### src/rtl/core_run_pkg.sv
// rtl/core_run_pkg.sv - shared run-control state and debug command encodings
package core_run_pkg;

  typedef enum logic [2:0] {
    ST_RUN        = 3'd0,
    ST_DRAIN      = 3'd1,
    ST_HALT       = 3'd2,
    ST_STEP_FETCH = 3'd3,
    ST_STEP_WAIT  = 3'd4
  } run_state_t;

  typedef enum logic [2:0] {
    CMD_NOP    = 3'd0,
    CMD_HALT   = 3'd1,
    CMD_RESUME = 3'd2,
    CMD_STEP   = 3'd3,
    CMD_CLRCNT = 3'd4
  } cmd_code_t;

endpackage

### src/rtl/core_run_ctrl.sv
// rtl/core_run_ctrl.sv - debug run control: halt/drain, single step with timeout, retire counter
module core_run_ctrl
  import core_run_pkg::*;
#(
  parameter int unsigned CNT_WIDTH    = 32,
  parameter int unsigned STEP_TIMEOUT = 16
) (
  input  logic                 clk,
  input  logic                 rst,
  input  logic                 dbg_on_rst,
  input  logic                 cmd_valid,
  input  logic [2:0]           cmd,
  output logic                 cmd_ready,
  input  logic                 insn_retire,
  input  logic                 pipe_empty,
  output logic                 fetch_en,
  output logic                 halted,
  output logic                 step_done,
  output logic                 step_err,
  output logic                 cmd_err,
  output logic [CNT_WIDTH-1:0] retire_cnt
);

  localparam int unsigned TW = $clog2(STEP_TIMEOUT + 1);

  run_state_t    state, next_state;
  logic [TW-1:0] wait_cnt;
  logic          cmd_acc, cmd_legal, clr_cnt, retire_done, timeout;
  logic          fetch_en_d, halted_d, step_done_d, step_err_d, cmd_err_d;

  assign cmd_ready   = (state == ST_RUN) || (state == ST_HALT);
  assign cmd_acc     = cmd_valid && cmd_ready;
  assign clr_cnt     = cmd_acc && (cmd == CMD_CLRCNT);
  assign retire_done = insn_retire && pipe_empty;
  assign timeout     = (state == ST_STEP_WAIT) && (wait_cnt == TW'(STEP_TIMEOUT - 1));

  // STEP is only meaningful from HALT; undefined codes are never legal
  always_comb begin
    cmd_legal = 1'b0;
    case (cmd)
      CMD_NOP, CMD_HALT, CMD_RESUME, CMD_CLRCNT: cmd_legal = 1'b1;
      CMD_STEP:                                  cmd_legal = (state == ST_HALT);
      default:                                   cmd_legal = 1'b0;
    endcase
  end

  always_ff @(posedge clk) begin
    if (rst) state <= dbg_on_rst ? ST_HALT : ST_RUN;
    else     state <= next_state;
  end

  always_comb begin
    next_state = state;
    case (state)
      ST_RUN:        if (cmd_acc && cmd == CMD_HALT) next_state = ST_DRAIN;
      ST_DRAIN:      if (pipe_empty) next_state = ST_HALT;
      ST_HALT: begin
        if (cmd_acc && cmd == CMD_RESUME)    next_state = ST_RUN;
        else if (cmd_acc && cmd == CMD_STEP) next_state = ST_STEP_FETCH;
      end
      ST_STEP_FETCH: next_state = ST_STEP_WAIT;
      ST_STEP_WAIT:  if (retire_done || timeout) next_state = ST_HALT;
      default:       next_state = ST_HALT;
    endcase
  end

  // outputs are computed from next_state so the registered copies line up with state
  always_comb begin
    fetch_en_d  = (next_state == ST_RUN) || (next_state == ST_STEP_FETCH);
    halted_d    = (next_state == ST_HALT);
    step_done_d = (state == ST_STEP_WAIT) && (next_state == ST_HALT);
    cmd_err_d   = cmd_acc && !cmd_legal;
    step_err_d  = step_err;
    if (cmd_acc && cmd != CMD_NOP) step_err_d = 1'b0;
    if (timeout && !retire_done)   step_err_d = 1'b1;
  end

  always_ff @(posedge clk) begin
    if (rst) begin
      fetch_en  <= !dbg_on_rst;
      halted    <= dbg_on_rst;
      step_done <= 1'b0;
      step_err  <= 1'b0;
      cmd_err   <= 1'b0;
    end else begin
      fetch_en  <= fetch_en_d;
      halted    <= halted_d;
      step_done <= step_done_d;
      step_err  <= step_err_d;
      cmd_err   <= cmd_err_d;
    end
  end

  always_ff @(posedge clk) begin
    if (rst || state != ST_STEP_WAIT) wait_cnt <= '0;
    else                              wait_cnt <= wait_cnt + TW'(1);
  end

  // a clear wins over a coincident retire
  always_ff @(posedge clk) begin
    if (rst || clr_cnt)   retire_cnt <= '0;
    else if (insn_retire) retire_cnt <= retire_cnt + CNT_WIDTH'(1);
  end

endmodule

### config.mk
export PLATFORM = sky130hd
export DESIGN_NAME = core_run_ctrl
export DESIGN_NICKNAME = d
export VERILOG_FILES = /design/src/rtl/core_run_pkg.sv /design/src/rtl/core_run_ctrl.sv
export SDC_FILE = /design/constraint.sdc
export NUM_CORES = 1
export LEC_CHECK = 0
export CORE_ASPECT_RATIO = 1.2
export CORE_MARGIN = 3
export CORE_UTILIZATION = 50
export DETAILED_ROUTE_END_ITERATION = 16
export GPL_ROUTABILITY_DRIVEN = 0
export MAX_ROUTING_LAYER = met4
export PLACE_DENSITY = 0.78
export REMOVE_ABC_BUFFERS = 1
export SKIP_LAST_GASP = 1
export SLEW_MARGIN = 40
export SYNTH_ARGS = -nofsm -noshare
export SYNTH_HDL_FRONTEND = slang
export SYNTH_SLANG_ARGS = --single-unit
### constraint.sdc
create_clock -name clk -period 3.29 [get_ports clk]
set_input_delay 0.658 -clock clk [delete_from_list [all_inputs] [get_ports clk]]
set_output_delay 0.658 -clock clk [all_outputs]
set_load 0.05 [all_outputs]
* Yosys cells after proc, flatten, opt, wreduce, memory -nomap -nowiden
Cells that the tools add are included.
** Word-level totals
- Register bits after elaboration :: 45
- Bits in latches :: 0
- Memory bits (writable) :: 0
- Bits in read-only memories :: 0
- Bits of input ports :: 9
- Logic and storage cells :: 60
- Memories :: 0
** Cells by class
- Add/sub/neg operators :: 2
- Multiply operators :: 0
- Divide/modulo/power cells :: 0
- Magnitude comparators :: 0
- Eq/ne operators :: 12
- Shift operators :: 0
- Mux-type cells :: 13
- Bitwise logic cells :: 0
- Reduce and logical (&&, ||, !) cells :: 25
** Operators with widths (number)
- adder 32 x 1 -> 32 bit, second input constant :: 1
- equality test 3 x 2 -> 1 bit, second input constant :: 6
- two-way mux 3 bit :: 6
- one-hot mux 3 bit (5 select lines) :: 1
- logical AND 1 bit :: 11
- logical NOT 3 bit :: 3
- equality test 3 x 1 -> 1 bit, second input constant :: 2
- equality test 3 bit, second input constant :: 2
- adder 5 x 1 -> 5 bit, second input constant :: 1
- equality test 5 x 4 -> 1 bit, second input constant :: 1
- logical OR 1 bit :: 5
- two-way mux 1 bit :: 4
- OR reduction 4 bit :: 1
- logical NOT 1 bit :: 3
- != test 3 bit, second input constant :: 1
- nonzero test 3 bit :: 1
- two-way mux 2 bit :: 1
- one-hot mux 1 bit (2 select lines) :: 1
- nonzero test 2 bit :: 1

* Logic depth before layout (Yosys ltp)
- Depth after elaboration :: 10
- Gate-level depth with buffers :: 6

* Worst setup path after synthesis
No wires, ideal clock.
- Path type :: register -> register
- From :: reg retire_cnt[0]
- To :: reg retire_cnt[20]
- Setup time :: 0.070 ns
- Data arrival time :: 1.955 ns
- Required time :: 3.220 ns
- Slack :: 1.265 ns
- Cell stages (with the launch flop) :: 7
- Buffers on the path :: 1
- Period minus slack after synthesis :: 2.025 ns
- Cell sequence :: dfxtp_1 > ha_1 > and4_1 > buf_4 > nand4_2 > or4_1 > a21oi_1
** Between the ends
- Word-level cells in the longest chain between the ends :: 1
** RTL lines
- start, declared :: line core_run_ctrl.sv:21 : output logic [CNT_WIDTH-1:0] retire_cnt
- start signal, assigned :: line core_run_ctrl.sv:102 : else if (insn_retire) retire_cnt <= retire_cnt + CNT_WIDTH'(1);
- adder 32 x 1 -> 32 bit :: line core_run_ctrl.sv:102
Every way passes these cells.
A chain may end at the register's enable or synchronous reset.

* Final worst setup path
- From :: reg retire_cnt[14]
- To :: out retire_cnt[14]
No word-level cell between the ends.

==> flow_metrics.tcl <==
set metrics [dict create \
    hold_viol 0 \
    setup.worst_path.start "retire_cnt[14]" \
    combPwrFrac_pct 9.3 \
    ioPinCount 47 \
    cp-end-kind "output port" \
    h-tree-depth 2 \
    core.rowCount 26 \
    drv_cap 0 \
    setup_ws_ns 0.9600 \
    grtUsageMet1_pct 26.32 \
    synthCells 253 \
    swShare_pct 24.25 \
    layout_commonest_cell "clkdlybuf4s50_1" \
    seq_area_frac_synth_pct 40.11 \
    grt_overflow_total 0 \
    first_pass_iters 4 \
    grtUsageTotal_pct 20.92 \
    cts.sinks 45 \
    design.core.area_um2 4294 \
    clkPwrFrac_pct 34.5 \
    root_buffer "clkbuf_8" \
    period_needed_ns 2.330 \
    diodes 0 \
    cts_resized 0 \
    fin_worst_skew_ns 0.008677 \
    power.switching_mw 0.2423 \
    drcViolationCount 0 \
    syn_area_um2 2246 \
    critPathRequiredTime_ns 2.63 \
    grt_pass1_vias 1899 \
    clk_pin_slew_ns 0.08 \
    cp_cell_sequence "clkdlybuf4s50_1" \
    path_class "flop to output port" \
    crit_fanout 7 \
    crit_path_end "retire_cnt[14]" \
    fin_util_pct 65.09 \
    grt-busiest-layer "met2" \
    setup_tns_ns 0 \
    p_leak_nw 0.9629 \
    die_area_um2 5335 \
    crit-reg2reg-launch "retire_cnt[0]" \
    timing.rr.end "retire_cnt[30]" \
    cp-start-kind "flop" \
    synthToLayoutAreaGrowth_pct 24.46 \
    synth_cell_types 47 \
    p_per_area_nw_per_um2 357.3 \
    seqPwrFrac_pct 56.2 \
    dieWidth_um 67.18 \
    drive_gt1_share_pct 6.397 \
    slew_headroom_pct 61.45 \
    wl_per_cell_um 14.05 \
    placedCellCount 346 \
    die_height_um 79.42 \
    grt_max_degree 27 \
    grt_setup_unrepaired "false" \
    ys_seq_elements 45 \
    grt_pass1_wl_um 8549 \
    power.internal_mw 0.7566 \
    setup_viol 0 \
    floorplan.initialDensity_pct 52.30 \
    cts_tree "done" \
    pre_cts_slack_ns 0.7726 \
    period_share_pct 70.82 \
    r2r_slack_ns 1.33 \
    critical-path-max-stage-delay_ns 0.87 \
    vias 2014 \
    cts_buffers 5 \
    arrival_ns 1.67 \
    syn_area_per_cell_um2 8.877 \
    ys_dominant_reg_cell "dfxtp_1" \
    cp.depth 1 \
    grt_use_met3_pct 4.085 \
    reg2reg_depth 5 \
    worstMarginPinSlew_ns 0.5702 \
    antenna_found_initial 0 \
    max_freq_mhz 429.2 \
    drt-total-wl_um 4961 \
    irDropWorstVdd_mv 0.2848 \
    met2_usage_pct 33.24 \
    ys_warn_count 0 \
    cp.buffers_inverters 1 \
    finalNetCount 309 \
    cts_hold_buf 0 \
    slew_violations 0 \
    port_buffers 46 \
    synthArstFlopShare_pct 0 \
    hold_class "flop to flop" \
    path_delay_family "buffers and inverters" \
    cts_setup_buffers 0 \
    cts.path.max_buffers 2 \
    detailed_place_hpwl_um 3638 \
    via_per_inst 5.705 \
    final_cell_mix "clkdlybuf4s50_1, dfxtp_1, nor2_1, nand3_1, a21oi_1" \
    ant_nets 0 \
    cp_slowest_cell "clkdlybuf4s50_1" \
    synth_edf_count 0 \
    outcome "finished, final reports clean" \
    stdcell_count 353 \
    clk-insertion-delay-late_ns 0.30 \
    drtIter0Drc 108 \
]
-- per-layer routing --
| metal | wire [µm] | vias to the layer above |
|---|---|---|
| met2 | 2477 | 48 |
| met5 | 0 | - |
| met4 | 56 | 0 |
| met3 | 228 | 5 |
| met1 | 2198 | 942 |
| li1 | - | 1019 |
-- worst min-delay path by stage --
stage	startpoint	to	slack [ns]	cells past startpoint
global route	wait_cnt[0]	wait_cnt[0]	0.49	1
CTS	wait_cnt[0]	wait_cnt[0]	0.46	1
detailed placement	wait_cnt[0]	wait_cnt[0]	0.45	1
finish	wait_cnt[0]	wait_cnt[0]	0.46	1
floorplan	wait_cnt[0]	wait_cnt[0]	0.42	1
global placement	wait_cnt[0]	wait_cnt[0]	0.43	1
-- registers in the layout, indices dropped and copies added (netlist names) --
signal and count:
cmd_err 1, fetch_en 1, halted 1, retire_cnt 32, state 3, step_done 1, step_err 1, wait_cnt 5
-- metrics by stage --
step / hold slack, ns / power, mW / area (µm²)
2_1_floorplan: 0.4176 / 0.6267 / 2160
3_3_place_gp: 0.4296 / 0.6651 / 2705
3_5_place_dp: 0.4464 / 0.6662 / 2705
4_1_cts: 0.4641 / 1.009 / 2791
5_1_grt: 0.4851 / 1.035 / 2795
6_report: 0.4630 / 0.9988 / 2795
-- cell families (layout without fill, tap and decap cells) --
| family | Yosys count | count (layout) | share of synthesized area [%] |
|---|---|---|---|
| AOI/OAI and AO/OA | 48 | 48 | 13.54 |
| xor gates and xnor gates | 15 | 15 | 5.849 |
| adders and majority gates | 3 | 3 | 1.671 |
| buffers and inverters | 17 | 61 | 4.847 |
| DFF | 45 | 45 | 40.11 |
| muxes | 5 | 5 | 2.284 |
| and+or+nand+nor | 120 | 120 | 31.70 |
-- final cells by class --
type,count,area (µm²)
clock buffer,7,86.33
fill,402,1499
inverter,6,22.52
multi-input combinational,191,1240
sequential,45,900.9
tap,56,70.07
timing repair buffer,48,475.5
-- Yosys cell counts, types with 3 or more instances --
cell	n	share of area (%)
dfxtp_1	45	40
nor2_1	23	3.8
a21oi_1	17	3.8
nand3_1	16	3.6
nand2_1	15	2.5
nand4_1	10	2.8
o31ai_1	10	3.3
xnor2_1	10	3.9
nand2b_1	9	2.5
o21ai_0	9	2.0
and4_1	6	2.3
inv_1	6	1.0
or3_1	6	1.7
or4_1	6	2.0
and3_1	5	1.4
o311ai_0	5	1.9
xor2_1	5	1.9
mux2i_1	4	1.8
nor3b_1	4	1.3
and3_2	3	1.0
clkbuf_1	3	0.50
ha_1	3	1.7
-- power by group through the flow --
stage | Sequential, mW | Combinational [mW] | Clock [mW]
final | 0.561 | 0.0932 | 0.344
after global routing | 0.562 | 0.101 | 0.371
after CTS | 0.561 | 0.0931 | 0.355
after detailed placement | 0.574 | 0.0924 | 0
after global placement | 0.574 | 0.0912 | 0
after floorplan | 0.593 | 0.0332 | 0
Note: power is estimated with default switching activity, not from simulation.
